<file path="config.mk">
export PLATFORM = sky130hd
export DESIGN_NAME = alu_arbiter_flat
export DESIGN_NICKNAME = d
export VERILOG_FILES = /design/src/rtl/alu_arbiter_if.sv /design/src/rtl/alu_arbiter.sv /design/src/flat_wrapper.sv
export SDC_FILE = /design/constraint.sdc
export NUM_CORES = 1
export LEC_CHECK = 0
export ABC_AREA = 1
export CORE_ASPECT_RATIO = 0.5
export CORE_UTILIZATION = 42
export DETAILED_ROUTE_END_ITERATION = 12
export PLACE_DENSITY = 0.92
export RECOVER_POWER = 50
export SLEW_MARGIN = 20
export SYNTH_ARGS = -nofsm -noshare
export SYNTH_HDL_FRONTEND = slang
export SYNTH_SLANG_ARGS = --single-unit
</file>
<file path="constraint.sdc">
create_clock -name clk -period 2.7 [get_ports clk]
set_input_delay 0.405 -clock clk [delete_from_list [all_inputs] [get_ports clk]]
set_output_delay 0.405 -clock clk [all_outputs]
set_load 0.02 [all_outputs]
</file>
<file path="src/rtl/alu_arbiter_if.sv">
// alu_arbiter_if: request/response channels of both clients plus the shared ALU bus.
interface alu_arbiter_if #(parameter int WIDTH = 16);
    logic             req0_valid, req0_ready, rsp0_valid, rsp0_ready, rsp0_zero;
    logic [WIDTH-1:0] req0_a, req0_b, rsp0_result;
    logic [2:0]       req0_ctrl;
    logic             req1_valid, req1_ready, rsp1_valid, rsp1_ready, rsp1_zero;
    logic [WIDTH-1:0] req1_a, req1_b, rsp1_result;
    logic [2:0]       req1_ctrl;
    logic [WIDTH-1:0] alu_a, alu_b, alu_r;
    logic [2:0]       alu_ctrl;
    logic             alu_zero;
    modport slave (
        input  req0_valid, req0_a, req0_b, req0_ctrl, rsp0_ready,
        input  req1_valid, req1_a, req1_b, req1_ctrl, rsp1_ready,
        input  alu_r, alu_zero,
        output req0_ready, rsp0_valid, rsp0_result, rsp0_zero,
        output req1_ready, rsp1_valid, rsp1_result, rsp1_zero,
        output alu_a, alu_b, alu_ctrl
    );
    modport master (
        output req0_valid, req0_a, req0_b, req0_ctrl, rsp0_ready,
        output req1_valid, req1_a, req1_b, req1_ctrl, rsp1_ready,
        output alu_r, alu_zero,
        input  req0_ready, rsp0_valid, rsp0_result, rsp0_zero,
        input  req1_ready, rsp1_valid, rsp1_result, rsp1_zero,
        input  alu_a, alu_b, alu_ctrl
    );
endinterface

</file>
<file path="src/rtl/alu_arbiter.sv">
// alu_arbiter: shares one registered ALU between two requesters, one operation at a time.
// ALU_ARB_RR_EN selects round-robin arbitration; otherwise requester 0 has fixed priority.
module alu_arbiter #(
    parameter int WIDTH = 16
) (
    input  logic         clk,
    input  logic         reset,
    alu_arbiter_if.slave bus,
    output logic         busy,
    output logic         owner
);
    localparam logic [1:0] IDLE = 2'd0, ISSUE = 2'd1, CAPTURE = 2'd2, RESP = 2'd3;
    logic [1:0]       state_q, state_d;
    logic             owner_q, owner_d, zero_q, zero_d;
    logic [WIDTH-1:0] a_q, a_d, b_q, b_d, res_q, res_d;
    logic [2:0]       ctrl_q, ctrl_d;
    logic             idle, grant, req_hs, rsp_hs;
`ifdef ALU_ARB_RR_EN
    logic ptr_q, ptr_d;
    assign grant = (bus.req0_valid & bus.req1_valid) ? ptr_q : bus.req1_valid;
    assign ptr_d = req_hs ? ~grant : ptr_q;
`else
    assign grant = ~bus.req0_valid;
`endif
    assign idle   = state_q == IDLE;
    assign req_hs = idle & ~reset & (bus.req0_valid | bus.req1_valid);
    assign rsp_hs = (state_q == RESP) & (owner_q ? bus.rsp1_ready : bus.rsp0_ready);
    always_comb begin
        state_d = state_q == RESP ? (rsp_hs ? IDLE : RESP)
                : idle ? (req_hs ? ISSUE : IDLE) : state_q + 2'd1;
        owner_d = req_hs ? grant : owner_q;
        a_d     = req_hs ? (grant ? bus.req1_a : bus.req0_a) : a_q;
        b_d     = req_hs ? (grant ? bus.req1_b : bus.req0_b) : b_q;
        ctrl_d  = req_hs ? (grant ? bus.req1_ctrl : bus.req0_ctrl) : ctrl_q;
        res_d   = state_q == CAPTURE ? bus.alu_r : res_q;
        zero_d  = state_q == CAPTURE ? bus.alu_zero : zero_q;
    end
    always_ff @(posedge clk) begin
        if (reset) begin
            state_q <= IDLE;
            owner_q <= 1'b0;
            a_q     <= '0;
            b_q     <= '0;
            ctrl_q  <= '0;
            res_q   <= '0;
            zero_q  <= 1'b0;
`ifdef ALU_ARB_RR_EN
            ptr_q   <= 1'b0;
`endif
        end else begin
            state_q <= state_d;
            owner_q <= owner_d;
            a_q     <= a_d;
            b_q     <= b_d;
            ctrl_q  <= ctrl_d;
            res_q   <= res_d;
            zero_q  <= zero_d;
`ifdef ALU_ARB_RR_EN
            ptr_q   <= ptr_d;
`endif
        end
    end
    // Ready is gated by the request's own valid so only a real contender sees it.
    assign bus.req0_ready  = req_hs & ~grant & bus.req0_valid;
    assign bus.req1_ready  = req_hs & grant & bus.req1_valid;
    assign bus.rsp0_valid  = (state_q == RESP) & ~owner_q;
    assign bus.rsp1_valid  = (state_q == RESP) & owner_q;
    assign bus.rsp0_result = res_q;
    assign bus.rsp1_result = res_q;
    assign bus.rsp0_zero   = zero_q;
    assign bus.rsp1_zero   = zero_q;
    // Idle ALU is driven with NOP and zero operands so its output stays deterministic.
    assign bus.alu_a    = state_q == ISSUE ? a_q : '0;
    assign bus.alu_b    = state_q == ISSUE ? b_q : '0;
    assign bus.alu_ctrl = state_q == ISSUE ? ctrl_q : 3'd0;
    assign busy  = ~idle;
    assign owner = owner_q;
endmodule

</file>
<file path="src/flat_wrapper.sv">
// flat-port wrapper written by rule: the top's interface ports become plain ports
module alu_arbiter_flat 
#(
    parameter int WIDTH = 16
)
  (clk, reset, busy, owner, bus_req0_valid, bus_req0_a, bus_req0_b, bus_req0_ctrl, bus_rsp0_ready, bus_req1_valid, bus_req1_a, bus_req1_b, bus_req1_ctrl, bus_rsp1_ready, bus_alu_r, bus_alu_zero, bus_req0_ready, bus_rsp0_valid, bus_rsp0_result, bus_rsp0_zero, bus_req1_ready, bus_rsp1_valid, bus_rsp1_result, bus_rsp1_zero, bus_alu_a, bus_alu_b, bus_alu_ctrl);
  alu_arbiter_if #(.WIDTH(WIDTH)) bus_i ();
  input  logic clk;
  input  logic reset;
  output logic busy;
  output logic owner;
  input wire logic [$bits(bus_i.req0_valid)-1:0] bus_req0_valid;
  input wire logic [$bits(bus_i.req0_a)-1:0] bus_req0_a;
  input wire logic [$bits(bus_i.req0_b)-1:0] bus_req0_b;
  input wire logic [$bits(bus_i.req0_ctrl)-1:0] bus_req0_ctrl;
  input wire logic [$bits(bus_i.rsp0_ready)-1:0] bus_rsp0_ready;
  input wire logic [$bits(bus_i.req1_valid)-1:0] bus_req1_valid;
  input wire logic [$bits(bus_i.req1_a)-1:0] bus_req1_a;
  input wire logic [$bits(bus_i.req1_b)-1:0] bus_req1_b;
  input wire logic [$bits(bus_i.req1_ctrl)-1:0] bus_req1_ctrl;
  input wire logic [$bits(bus_i.rsp1_ready)-1:0] bus_rsp1_ready;
  input wire logic [$bits(bus_i.alu_r)-1:0] bus_alu_r;
  input wire logic [$bits(bus_i.alu_zero)-1:0] bus_alu_zero;
  output wire logic [$bits(bus_i.req0_ready)-1:0] bus_req0_ready;
  output wire logic [$bits(bus_i.rsp0_valid)-1:0] bus_rsp0_valid;
  output wire logic [$bits(bus_i.rsp0_result)-1:0] bus_rsp0_result;
  output wire logic [$bits(bus_i.rsp0_zero)-1:0] bus_rsp0_zero;
  output wire logic [$bits(bus_i.req1_ready)-1:0] bus_req1_ready;
  output wire logic [$bits(bus_i.rsp1_valid)-1:0] bus_rsp1_valid;
  output wire logic [$bits(bus_i.rsp1_result)-1:0] bus_rsp1_result;
  output wire logic [$bits(bus_i.rsp1_zero)-1:0] bus_rsp1_zero;
  output wire logic [$bits(bus_i.alu_a)-1:0] bus_alu_a;
  output wire logic [$bits(bus_i.alu_b)-1:0] bus_alu_b;
  output wire logic [$bits(bus_i.alu_ctrl)-1:0] bus_alu_ctrl;
  assign bus_i.req0_valid = bus_req0_valid;
  assign bus_i.req0_a = bus_req0_a;
  assign bus_i.req0_b = bus_req0_b;
  assign bus_i.req0_ctrl = bus_req0_ctrl;
  assign bus_i.rsp0_ready = bus_rsp0_ready;
  assign bus_i.req1_valid = bus_req1_valid;
  assign bus_i.req1_a = bus_req1_a;
  assign bus_i.req1_b = bus_req1_b;
  assign bus_i.req1_ctrl = bus_req1_ctrl;
  assign bus_i.rsp1_ready = bus_rsp1_ready;
  assign bus_i.alu_r = bus_alu_r;
  assign bus_i.alu_zero = bus_alu_zero;
  assign bus_req0_ready = bus_i.req0_ready;
  assign bus_rsp0_valid = bus_i.rsp0_valid;
  assign bus_rsp0_result = bus_i.rsp0_result;
  assign bus_rsp0_zero = bus_i.rsp0_zero;
  assign bus_req1_ready = bus_i.req1_ready;
  assign bus_rsp1_valid = bus_i.rsp1_valid;
  assign bus_rsp1_result = bus_i.rsp1_result;
  assign bus_rsp1_zero = bus_i.rsp1_zero;
  assign bus_alu_a = bus_i.alu_a;
  assign bus_alu_b = bus_i.alu_b;
  assign bus_alu_ctrl = bus_i.alu_ctrl;
  alu_arbiter #(.WIDTH(WIDTH)) u_core (.clk(clk), .reset(reset), .bus(bus_i), .busy(busy), .owner(owner));
endmodule
</file>
# == Word level (Yosys, flattened, before mapping) ==
# Index checks and enable logic that the tools add are counted.
# totals
output_inout_bits,75
in_bits,93
register_bits,55
word_cells,37
# op_classes
bitwise_logic,14
reduce_logical,1
n_addsub,1
n_mux,11
n_eq_ne,3
# ops
op,n
$mux 16,4
$and 1x1->1,9
$mux 2,3
$mux 3,2
$eq 2x2->1 const B,2
$not 1->1,4
$add 2x1->2 const B,1
$eq 2x1->1 const B,1
$logic_not 2->1,1
$mux 1,2
$or 1x1->1,1

# == Logic depth before layout (Yosys ltp) ==
# Gate-level depths: netlist (run 1).
# depth
depth_word,6
mapped_depth,9

# == Worst setup path after synthesis (run 1) ==
# No wires, ideal clock.
# synth_path
path_type,reg2out
start,register u_core.state_q[0]
end,output bus_req0_ready
path_buffers,1
path_slack_ps,926
required_ps,2295
stages_incl_launch_ff,8
arrival_time_ps,1369
path_cell_list,dfxtp_1 > inv_1 > ha_1 > inv_1 > nor2_1 > nand2_4 > buf_2 > nor2_1
# synth_via
elab_chain_len,5
# synth_rtl
item,line,source
from (decl),alu_arbiter.sv:13,"logic [1:0] state_q, state_d;"
from (signal assigned),alu_arbiter.sv:51,state_q <= state_d;
$logic_not 2->1,alu_arbiter.sv:25,assign idle = state_q == IDLE;
$and 1x1->1 (2 in a row),alu_arbiter.sv:26,assign req_hs = idle & ~reset & (bus.req0_valid | bus.req1_valid);
$and 1x1->1 (2 in a row),alu_arbiter.sv:64,assign bus.req0_ready = req_hs & ~grant & bus.req0_valid;
to (decl),flat_wrapper.sv:24,output wire logic [$bits(bus_i.req0_ready)-1:0] bus_req0_ready;
# Every way passes these cells.

# == Final worst setup path (run 1) ==
# layout_path
start,register u_core.state_q[0]
end,output bus_req1_ready
# layout_via
elab_chain_len,5
# layout_rtl
item,line,source
$logic_not 2->1,alu_arbiter.sv:25,
$and 1x1->1 (2 in a row),alu_arbiter.sv:26,
$and 1x1->1 (2 in a row),alu_arbiter.sv:65,assign bus.req1_ready = req_hs & grant & bus.req1_valid;
to (decl),flat_wrapper.sv:28,output wire logic [$bits(bus_i.req1_ready)-1:0] bus_req1_ready;
# Every way passes these cells.

==> results of run 1 <==
-- synthesized netlist by cell type (all sizes together) --
master,count,area (um^2)
buf,36,297
o21ai,17,85.1
clkinv,1,3.75
dfxtp,55,1100
a21oi,37,260
inv,46,178
nand2,221,890
nor2,39,146
nor3,1,5.00
ha,4,50.1
clkbuf,8,31.3
-- area by class of cell --
type,count,area [um^2]
clock buffers,6,139
clock inverters,1,5.00
fillers,563,2170
inverters,47,180
multi-input cells,319,1430
flip-flops and latches,55,1100
well taps,92,115
repair buffers,175,1720
-- state kept, by name (all words and copies together) (netlist names) --
register and cells:
u_core.a_q 16, u_core.b_q 16, u_core.bus.rsp0_result 16, u_core.bus.rsp0_zero 1
u_core.ctrl_q 3, u_core.owner 1, u_core.state_q 2
-- where the power goes --
group          internal, uW  switching (uW)  leakage [uW]  total, uW
Combinational           647             886       0.00180       1530
Clock                   363             278     0.0000727        641
Sequential             1000             121      0.000450       1130
Total                  2020            1280       0.00232       3300
-- tightest hold or removal path, stage by stage (launching register included) --
cell and delay [ps]:
sky130_fd_sc_hd__dfxtp_1 310, sky130_fd_sc_hd__nand2_1 60, sky130_fd_sc_hd__a21oi_1 50
-- cell families (layout without fill, tap and decap cells) --
kind of cell / after synthesis / after routing
AO/OA/AOI/OAI: 54 / 54
AND/OR/NAND/NOR: 261 / 261
flip-flops: 55 / 55
buffers and inverters: 91 / 229
adder cells (fa/ha/maj): 4 / 4
-- per-stage QoR --
stage	worst slack [ps]	util, %	instance area (um^2)	power (uW)	hold WS [ps]
after CTS	249	68.6	4700	3410	467
after global routing	122	68.3	4690	3510	485
after floorplan	926	-	3050	2200	444
after global placement	358	66.5	4560	2730	452
final	225	68.3	4690	3300	468
after detailed placement	327	66.5	4560	2770	456
-- worst min-delay path by stage --
stage	startpoint	to	slack (ps)	depth (start not counted)
2_1_floorplan	u_core.a_q[12]	u_core.a_q[12]	440	2
3_3_place_gp	u_core.a_q[4]	u_core.a_q[4]	450	2
3_5_place_dp	u_core.a_q[8]	u_core.a_q[8]	460	2
4_1_cts	u_core.a_q[8]	u_core.a_q[8]	470	2
5_1_grt	u_core.b_q[2]	u_core.b_q[2]	480	2
6_report	u_core.a_q[14]	u_core.a_q[14]	470	2
-- metal layers --
metal | part of all wire [%] | wire (um)
met1 | 42 | 3530
met2 | 50 | 4180
met5 | 0 | 0
met4 | 3.4 | 282
met3 | 4.6 | 385
-- placed cells by master (no fill, tap or decap), types with 5 or more instances in the layout --
cell                              Yosys  routed
sky130_fd_sc_hd__nand2_1            199     199
sky130_fd_sc_hd__buf_4               21       5
sky130_fd_sc_hd__inv_1               44      44
sky130_fd_sc_hd__o21ai_0             16      17
sky130_fd_sc_hd__nor2_1              39      39
sky130_fd_sc_hd__dfxtp_1             55      55
sky130_fd_sc_hd__dlygate4sd3_1        0      35
sky130_fd_sc_hd__nand2_2             21      21
sky130_fd_sc_hd__a21oi_1             17      19
sky130_fd_sc_hd__clkbuf_16            0       5
sky130_fd_sc_hd__a21oi_2             20      18
sky130_fd_sc_hd__clkdlybuf4s50_1      0     131
==> impl_metrics.prom, run 1 <==
# TYPE chip_impl_metric gauge
chip_impl_info{name="path_delay_family",value="buffers and inverters"} 1
chip_impl_metric{name="groute.layer.met3.usage",unit="%"} 4.23
chip_impl_metric{name="cts.htree.levels",unit=""} 2
chip_impl_info{name="worst_setup_path_end",value="bus_req1_ready"} 1
chip_impl_metric{name="critPathBufInv",unit=""} 5
chip_impl_metric{name="layout-drive-gt1-share",unit="%"} 9.45
chip_impl_metric{name="path_max_fanout",unit=""} 4
chip_impl_metric{name="worstPathArrival",unit="ps"} 2070
chip_impl_metric{name="ys_types",unit=""} 22
chip_impl_metric{name="cts_clock_pin_slew_for_the_worst_setup_and_hold_paths",unit="ps"} 70
chip_impl_metric{name="crit_required",unit="ps"} 2300
chip_impl_metric{name="ys_seq_area_share",unit="%"} 36.1
chip_impl_metric{name="synthCells",unit=""} 465
chip_impl_metric{name="grt_antenna_before_repair",unit=""} 0
chip_impl_metric{name="core",unit="mm^2"} 0.00686
chip_impl_metric{name="place.port_buffers",unit=""} 167
chip_impl_metric{name="finalWorstPathRequiredPeriod",unit="ps"} 2470
chip_impl_info{name="critPathLaunch",value="u_core.state_q[0]"} 1
chip_impl_metric{name="instances_no_fill",unit=""} 695
chip_impl_metric{name="vias",unit=""} 3150
chip_impl_info{name="run_status",value="finished clean"} 1
chip_impl_metric{name="drt.antenna.violating_nets",unit=""} 0
chip_impl_info{name="worst_path_max_delay_cell",value="sky130_fd_sc_hd__clkdlybuf4s50_1"} 1
chip_impl_metric{name="synth.net_count",unit=""} 562
chip_impl_metric{name="reg2reg_setup_slack",unit="ps"} 690
chip_impl_metric{name="register_bit_count_reported_by_yosys",unit=""} 55
chip_impl_metric{name="power.leakage",unit="uW"} 0.00232
chip_impl_metric{name="cts_made_buffers",unit=""} 5
chip_impl_metric{name="post-cts-setup-buffer-count",unit=""} 0
chip_impl_metric{name="critPathMaxStageDelay",unit="ps"} 590
chip_impl_metric{name="post_synth.cell_area_avg",unit="um^2"} 6.55
chip_impl_metric{name="drv_cap",unit=""} 0
chip_impl_metric{name="flow.area_growth_from_synthesis",unit="%"} 53.8
chip_impl_metric{name="wl",unit="um"} 8370
chip_impl_metric{name="worst_clock_skew",unit="ps"} 3.63
chip_impl_metric{name="die-area",unit="mm^2"} 0.00762
chip_impl_info{name="clk_root_buffer_cell",value="sky130_fd_sc_hd__clkbuf_16"} 1
chip_impl_metric{name="routabilityCongestion",unit=""} 0.829
chip_impl_metric{name="slew_violations",unit=""} 0
chip_impl_metric{name="report.final.setup_viol",unit=""} 0
chip_impl_info{name="grt_setup_unrepaired",value="no"} 1
chip_impl_info{name="timing.critical_path.from_type",value="flop"} 1
chip_impl_info{name="path_common_cell",value="sky130_fd_sc_hd__inv_1"} 1
chip_impl_metric{name="cts.repair.resized",unit=""} 0
chip_impl_metric{name="hpwl",unit="um"} 6050
chip_impl_metric{name="starting_density",unit="%"} 44.4
chip_impl_metric{name="drt_drc_violations_left",unit=""} 0
chip_impl_metric{name="boundaryPins",unit=""} 168
chip_impl_metric{name="grt_overflow",unit=""} 0
chip_impl_metric{name="synthXorXnorAreaFrac",unit="%"} 0
chip_impl_metric{name="grt_util_all_layers",unit="%"} 22.3
chip_impl_metric{name="finalHoldViolCount",unit=""} 0
chip_impl_metric{name="finalCritPeriodShare",unit="%"} 91.6
chip_impl_metric{name="maximum_number_of_pins_on_one_net_before_global_route_repair",unit=""} 39
chip_impl_metric{name="detail_route.vias_per_cell",unit=""} 4.53
chip_impl_metric{name="vias_in_the_first_global_route",unit=""} 3009
chip_impl_metric{name="vdd_drop_max",unit="V"} 0.000342
chip_impl_metric{name="pwr_density_cell",unit="mW/mm^2"} 704
chip_impl_info{name="min-delay-path-class",value="flop to flop"} 1
chip_impl_info{name="cts_tree",value="yes"} 1
chip_impl_metric{name="worst_slew_margin_rel",unit="%"} 31.2
chip_impl_metric{name="clkLatencyLatePin",unit="ps"} 290
chip_impl_metric{name="sink_count",unit=""} 55
chip_impl_metric{name="grt_pass1_wl",unit="um"} 13600
chip_impl_info{name="timing.setup.critical_path_class",value="flop to output port"} 1
chip_impl_metric{name="cp_num_cells",unit=""} 9
chip_impl_info{name="critical_path.reg2reg.endpoint",value="u_core.a_q[15]"} 1
chip_impl_metric{name="fp.dieH",unit="um"} 62.2
chip_impl_metric{name="met2_usage",unit="%"} 40.7
chip_impl_metric{name="synth-warning-count",unit=""} 0
chip_impl_metric{name="initial_drt_pass_iterations",unit=""} 4
chip_impl_metric{name="dr.first_iter.drc_count",unit=""} 184
chip_impl_metric{name="cts_hold_buffers",unit=""} 0
chip_impl_metric{name="row_count",unit=""} 21
chip_impl_metric{name="post_synth_and_or_nand_nor_area_fraction",unit="%"} 34.2
chip_impl_info{name="top_usage_layer",value="met2"} 1
chip_impl_metric{name="post_synth_instance_area",unit="mm^2"} 0.00305
chip_impl_metric{name="ff2ff_path_depth",unit=""} 9
chip_impl_info{name="main_combinational_cell_family_by_area_after_synthesis",value="simple AND/OR/NAND/NOR gates"} 1
chip_impl_info{name="cp_cell_instances",value="inv_1, ha_1, inv_1, nor2_1, nand2_4, clkinvlp_2, nand2_1, inv_1, clkdlybuf4s50_1"} 1
chip_impl_metric{name="synth_mux_area_share",unit="%"} 0
chip_impl_metric{name="antenna_cells",unit=""} 0
chip_impl_info{name="r2r-start",value="u_core.state_q[0]"} 1
chip_impl_metric{name="wl_per_cell",unit="um"} 12.0
chip_impl_metric{name="die_width",unit="um"} 122
chip_impl_metric{name="tns",unit="ps"} 0
chip_impl_metric{name="synth-adder-area-share",unit="%"} 1.64
chip_impl_metric{name="post-place-cells",unit=""} 688
chip_impl_metric{name="area_fraction_in_compound_gates_after_synthesis",unit="%"} 11.3
chip_impl_metric{name="design.final.nets",unit=""} 700
chip_impl_metric{name="tightest_slew",unit="ps"} 1030
chip_impl_info{name="setup.worst_path.end_class",value="output port"} 1
chip_impl_metric{name="use_met1",unit="%"} 25.1
chip_impl_metric{name="max-clock-path-buffers",unit=""} 2
chip_impl_metric{name="fmax",unit="MHz"} 404
No activity file was read; power rests on OpenSTA's default activity.
==> run 2: changes to the inputs <==
Settings changed: CORE_UTILIZATION 42 to 30, PLACE_DENSITY 0.92 to 0.71.
==> impl_metrics.prom, run 2 (synthesis results as in run 1) <==
# TYPE chip_impl_metric gauge
chip_impl_metric{name="finalWorstPathRequiredPeriod",unit="ps"} 2440
chip_impl_metric{name="post-place-cells",unit=""} 729
chip_impl_metric{name="report.final.setup_viol",unit=""} 0
chip_impl_metric{name="grt_antenna_before_repair",unit=""} 0
chip_impl_metric{name="row_count",unit=""} 25
chip_impl_info{name="grt_setup_unrepaired",value="no"} 1
chip_impl_metric{name="crit_required",unit="ps"} 2300
chip_impl_metric{name="vdd_drop_max",unit="V"} 0.000278
chip_impl_metric{name="post-cts-setup-buffer-count",unit=""} 0
chip_impl_metric{name="drv_cap",unit=""} 0
chip_impl_metric{name="grt_overflow",unit=""} 0
chip_impl_metric{name="cts.htree.levels",unit=""} 2
chip_impl_metric{name="maximum_number_of_pins_on_one_net_before_global_route_repair",unit=""} 39
chip_impl_metric{name="max-clock-path-buffers",unit=""} 2
chip_impl_metric{name="vias_in_the_first_global_route",unit=""} 2956
chip_impl_metric{name="cts_clock_pin_slew_for_the_worst_setup_and_hold_paths",unit="ps"} 70
chip_impl_info{name="cp_cell_instances",value="inv_1, ha_1, inv_1, nor2_1, nand2_4, inv_4, nand2_1, inv_1, clkdlybuf4s50_1"} 1
chip_impl_metric{name="met2_usage",unit="%"} 30.1
chip_impl_info{name="path_common_cell",value="sky130_fd_sc_hd__inv_1"} 1
chip_impl_info{name="min-delay-path-class",value="flop to flop"} 1
chip_impl_metric{name="grt_util_all_layers",unit="%"} 17.0
chip_impl_metric{name="die_width",unit="um"} 145
chip_impl_metric{name="finalCritPeriodShare",unit="%"} 90.5
chip_impl_metric{name="wl",unit="um"} 8710
chip_impl_metric{name="tightest_slew",unit="ps"} 1030
chip_impl_metric{name="cts_made_buffers",unit=""} 5
chip_impl_metric{name="groute.layer.met3.usage",unit="%"} 3.59
chip_impl_metric{name="wl_per_cell",unit="um"} 11.8
chip_impl_metric{name="critPathBufInv",unit=""} 5
chip_impl_metric{name="hpwl",unit="um"} 6390
chip_impl_metric{name="design.final.nets",unit=""} 698
chip_impl_metric{name="cts.repair.resized",unit=""} 0
chip_impl_metric{name="worstPathArrival",unit="ps"} 2040
chip_impl_info{name="run_status",value="finished clean"} 1
chip_impl_metric{name="starting_density",unit="%"} 31.6
chip_impl_metric{name="flow.area_growth_from_synthesis",unit="%"} 54.3
chip_impl_metric{name="worst_clock_skew",unit="ps"} 7.21
chip_impl_metric{name="grt_pass1_wl",unit="um"} 14000
chip_impl_metric{name="power.leakage",unit="uW"} 0.00230
chip_impl_metric{name="die-area",unit="mm^2"} 0.0106
chip_impl_metric{name="use_met1",unit="%"} 19.9
chip_impl_metric{name="core",unit="mm^2"} 0.00963
chip_impl_info{name="timing.setup.critical_path_class",value="flop to output port"} 1
chip_impl_metric{name="seq_area",unit="mm^2"} 0.00110
chip_impl_metric{name="slew_violations",unit=""} 0
chip_impl_metric{name="routabilityCongestion",unit=""} 0.751
chip_impl_metric{name="vias",unit=""} 3126
chip_impl_info{name="clk_root_buffer_cell",value="sky130_fd_sc_hd__clkbuf_16"} 1
chip_impl_metric{name="clkLatencyLatePin",unit="ps"} 300
chip_impl_metric{name="drt_drc_violations_left",unit=""} 0
chip_impl_info{name="cts_tree",value="yes"} 1
chip_impl_metric{name="area_taken_by_multi_input_logic_gates",unit="mm^2"} 0.00139
chip_impl_metric{name="fmax",unit="MHz"} 409
chip_impl_metric{name="tns",unit="ps"} 0
chip_impl_metric{name="instances_no_fill",unit=""} 737
chip_impl_metric{name="initial_drt_pass_iterations",unit=""} 4
chip_impl_metric{name="detail_route.vias_per_cell",unit=""} 4.24
chip_impl_metric{name="path_max_fanout",unit=""} 3
chip_impl_info{name="path_delay_family",value="buffers and inverters"} 1
chip_impl_metric{name="antenna_cells",unit=""} 0
chip_impl_metric{name="drt.antenna.violating_nets",unit=""} 0
chip_impl_metric{name="finalHoldViolCount",unit=""} 0
chip_impl_metric{name="worst_slew_margin_rel",unit="%"} 31.2
chip_impl_metric{name="dr.first_iter.drc_count",unit=""} 152
chip_impl_metric{name="place.port_buffers",unit=""} 167
chip_impl_metric{name="layout.filler_cells",unit=""} 1016
chip_impl_metric{name="cts_hold_buffers",unit=""} 0
chip_impl_metric{name="critPathMaxStageDelay",unit="ps"} 590
chip_impl_info{name="worst_path_max_delay_cell",value="sky130_fd_sc_hd__clkdlybuf4s50_1"} 1
chip_impl_info{name="top_usage_layer",value="met2"} 1
chip_impl_info{name="setup.worst_path.end_class",value="output port"} 1
chip_impl_info{name="timing.critical_path.from_type",value="flop"} 1
chip_impl_metric{name="sink_count",unit=""} 55
chip_impl_metric{name="boundaryPins",unit=""} 168
chip_impl_metric{name="pwr_density_cell",unit="mW/mm^2"} 700
chip_impl_info{name="layout_commonest_cell",value="sky130_fd_sc_hd__nand2_1"} 1
chip_impl_metric{name="layout-drive-gt1-share",unit="%"} 6.98
chip_impl_metric{name="fp.dieH",unit="um"} 73.3
chip_impl_info{name="layout.cells.most_common_list",value="sky130_fd_sc_hd__nand2_1, sky130_fd_sc_hd__clkdlybuf4s50_1, sky130_fd_sc_hd__dfxtp_1"} 1
==> run 2: cell types whose count changed in the layout (fill, tap and decap cells not counted), moves of 2 or more <==
| cell | delta |
|---|---|
| sky130_fd_sc_hd__nand2_1 | +17 |
| sky130_fd_sc_hd__nand2_2 | -17 |
| sky130_fd_sc_hd__a21oi_1 | -2 |
| sky130_fd_sc_hd__a21oi_2 | +2 |
| sky130_fd_sc_hd__clkinvlp_4 | +2 |
==> run 2: where the power goes <==
part | switching (uW) | total [uW] | leakage, uW | internal, uW
sequential | 116 | 1120 | 0.000450 | 1000
combinational | 875 | 1510 | 0.00178 | 634
clock | 311 | 659 | 0.0000664 | 348
total | 1300 | 3290 | 0.00230 | 1990
==> run 2: cell type report <==
cell class | instances | area share, %
Sequential cell | 55 | 23.4
Inverter | 47 | 3.86
Clock buffer | 5 | 2.66
Timing Repair Buffer | 173 | 36.3
Clock inverter | 3 | 0.506
Multi-Input combinational cell | 319 | 29.7
Tap cell | 135 | 3.59
==> run 2: through the flow <==
step | worst slack (ps) | util, % | area [um^2] | hold WS [ps] | total power (uW)
CTS | 219 | 49.3 | 4750 | 467 | 3450
detailed placement | 305 | 47.7 | 4600 | 456 | 2780
finish | 255 | 48.8 | 4700 | 465 | 3290
global placement | 304 | 47.7 | 4600 | 452 | 2750
floorplan | 926 | - | 3050 | 444 | 2200
global route | 84.4 | 48.8 | 4700 | 482 | 3530
==> run 2: path summary, 6_finish.rpt <==
kind                            cells past startpoint           endpoint               from  slack, ps
worst max register to register                      9  u_core.state_q[0]  u_core.state_q[0]        740
worst max-delay path                                9     bus_req1_ready  u_core.state_q[0]        260
worst min-delay path                                2      u_core.b_q[0]      u_core.b_q[0]        470
worst min register to register                      2      u_core.b_q[0]      u_core.b_q[0]        470
==> run 2: worst min-delay path: cells and delay by family (launching register included) <==
| kind | cells | cell delay [ps] |
|---|---|---|
| AND/OR/NAND/NOR | 1 | 60 |
| flip-flops | 1 | 310 |
| AO/OA/AOI/OAI | 1 | 50 |
==> run 2: per-layer routing <==
layer | vias to the layer above | routed length [um] | part of all wire [%]
li1 | 1639 | - | -
met1 | 1391 | 3690 | 42
met2 | 71 | 4370 | 50
met3 | 25 | 362 | 4.2
met4 | 0 | 287 | 3.3
met5 | - | 0 | 0
==> run 3: changes to the inputs <==
Settings changed: CTS_CLUSTER_DIAMETER set to 40.
==> results of run 3 <==
Same layout as run 2: the final DEF is identical, and so are final timing and power.
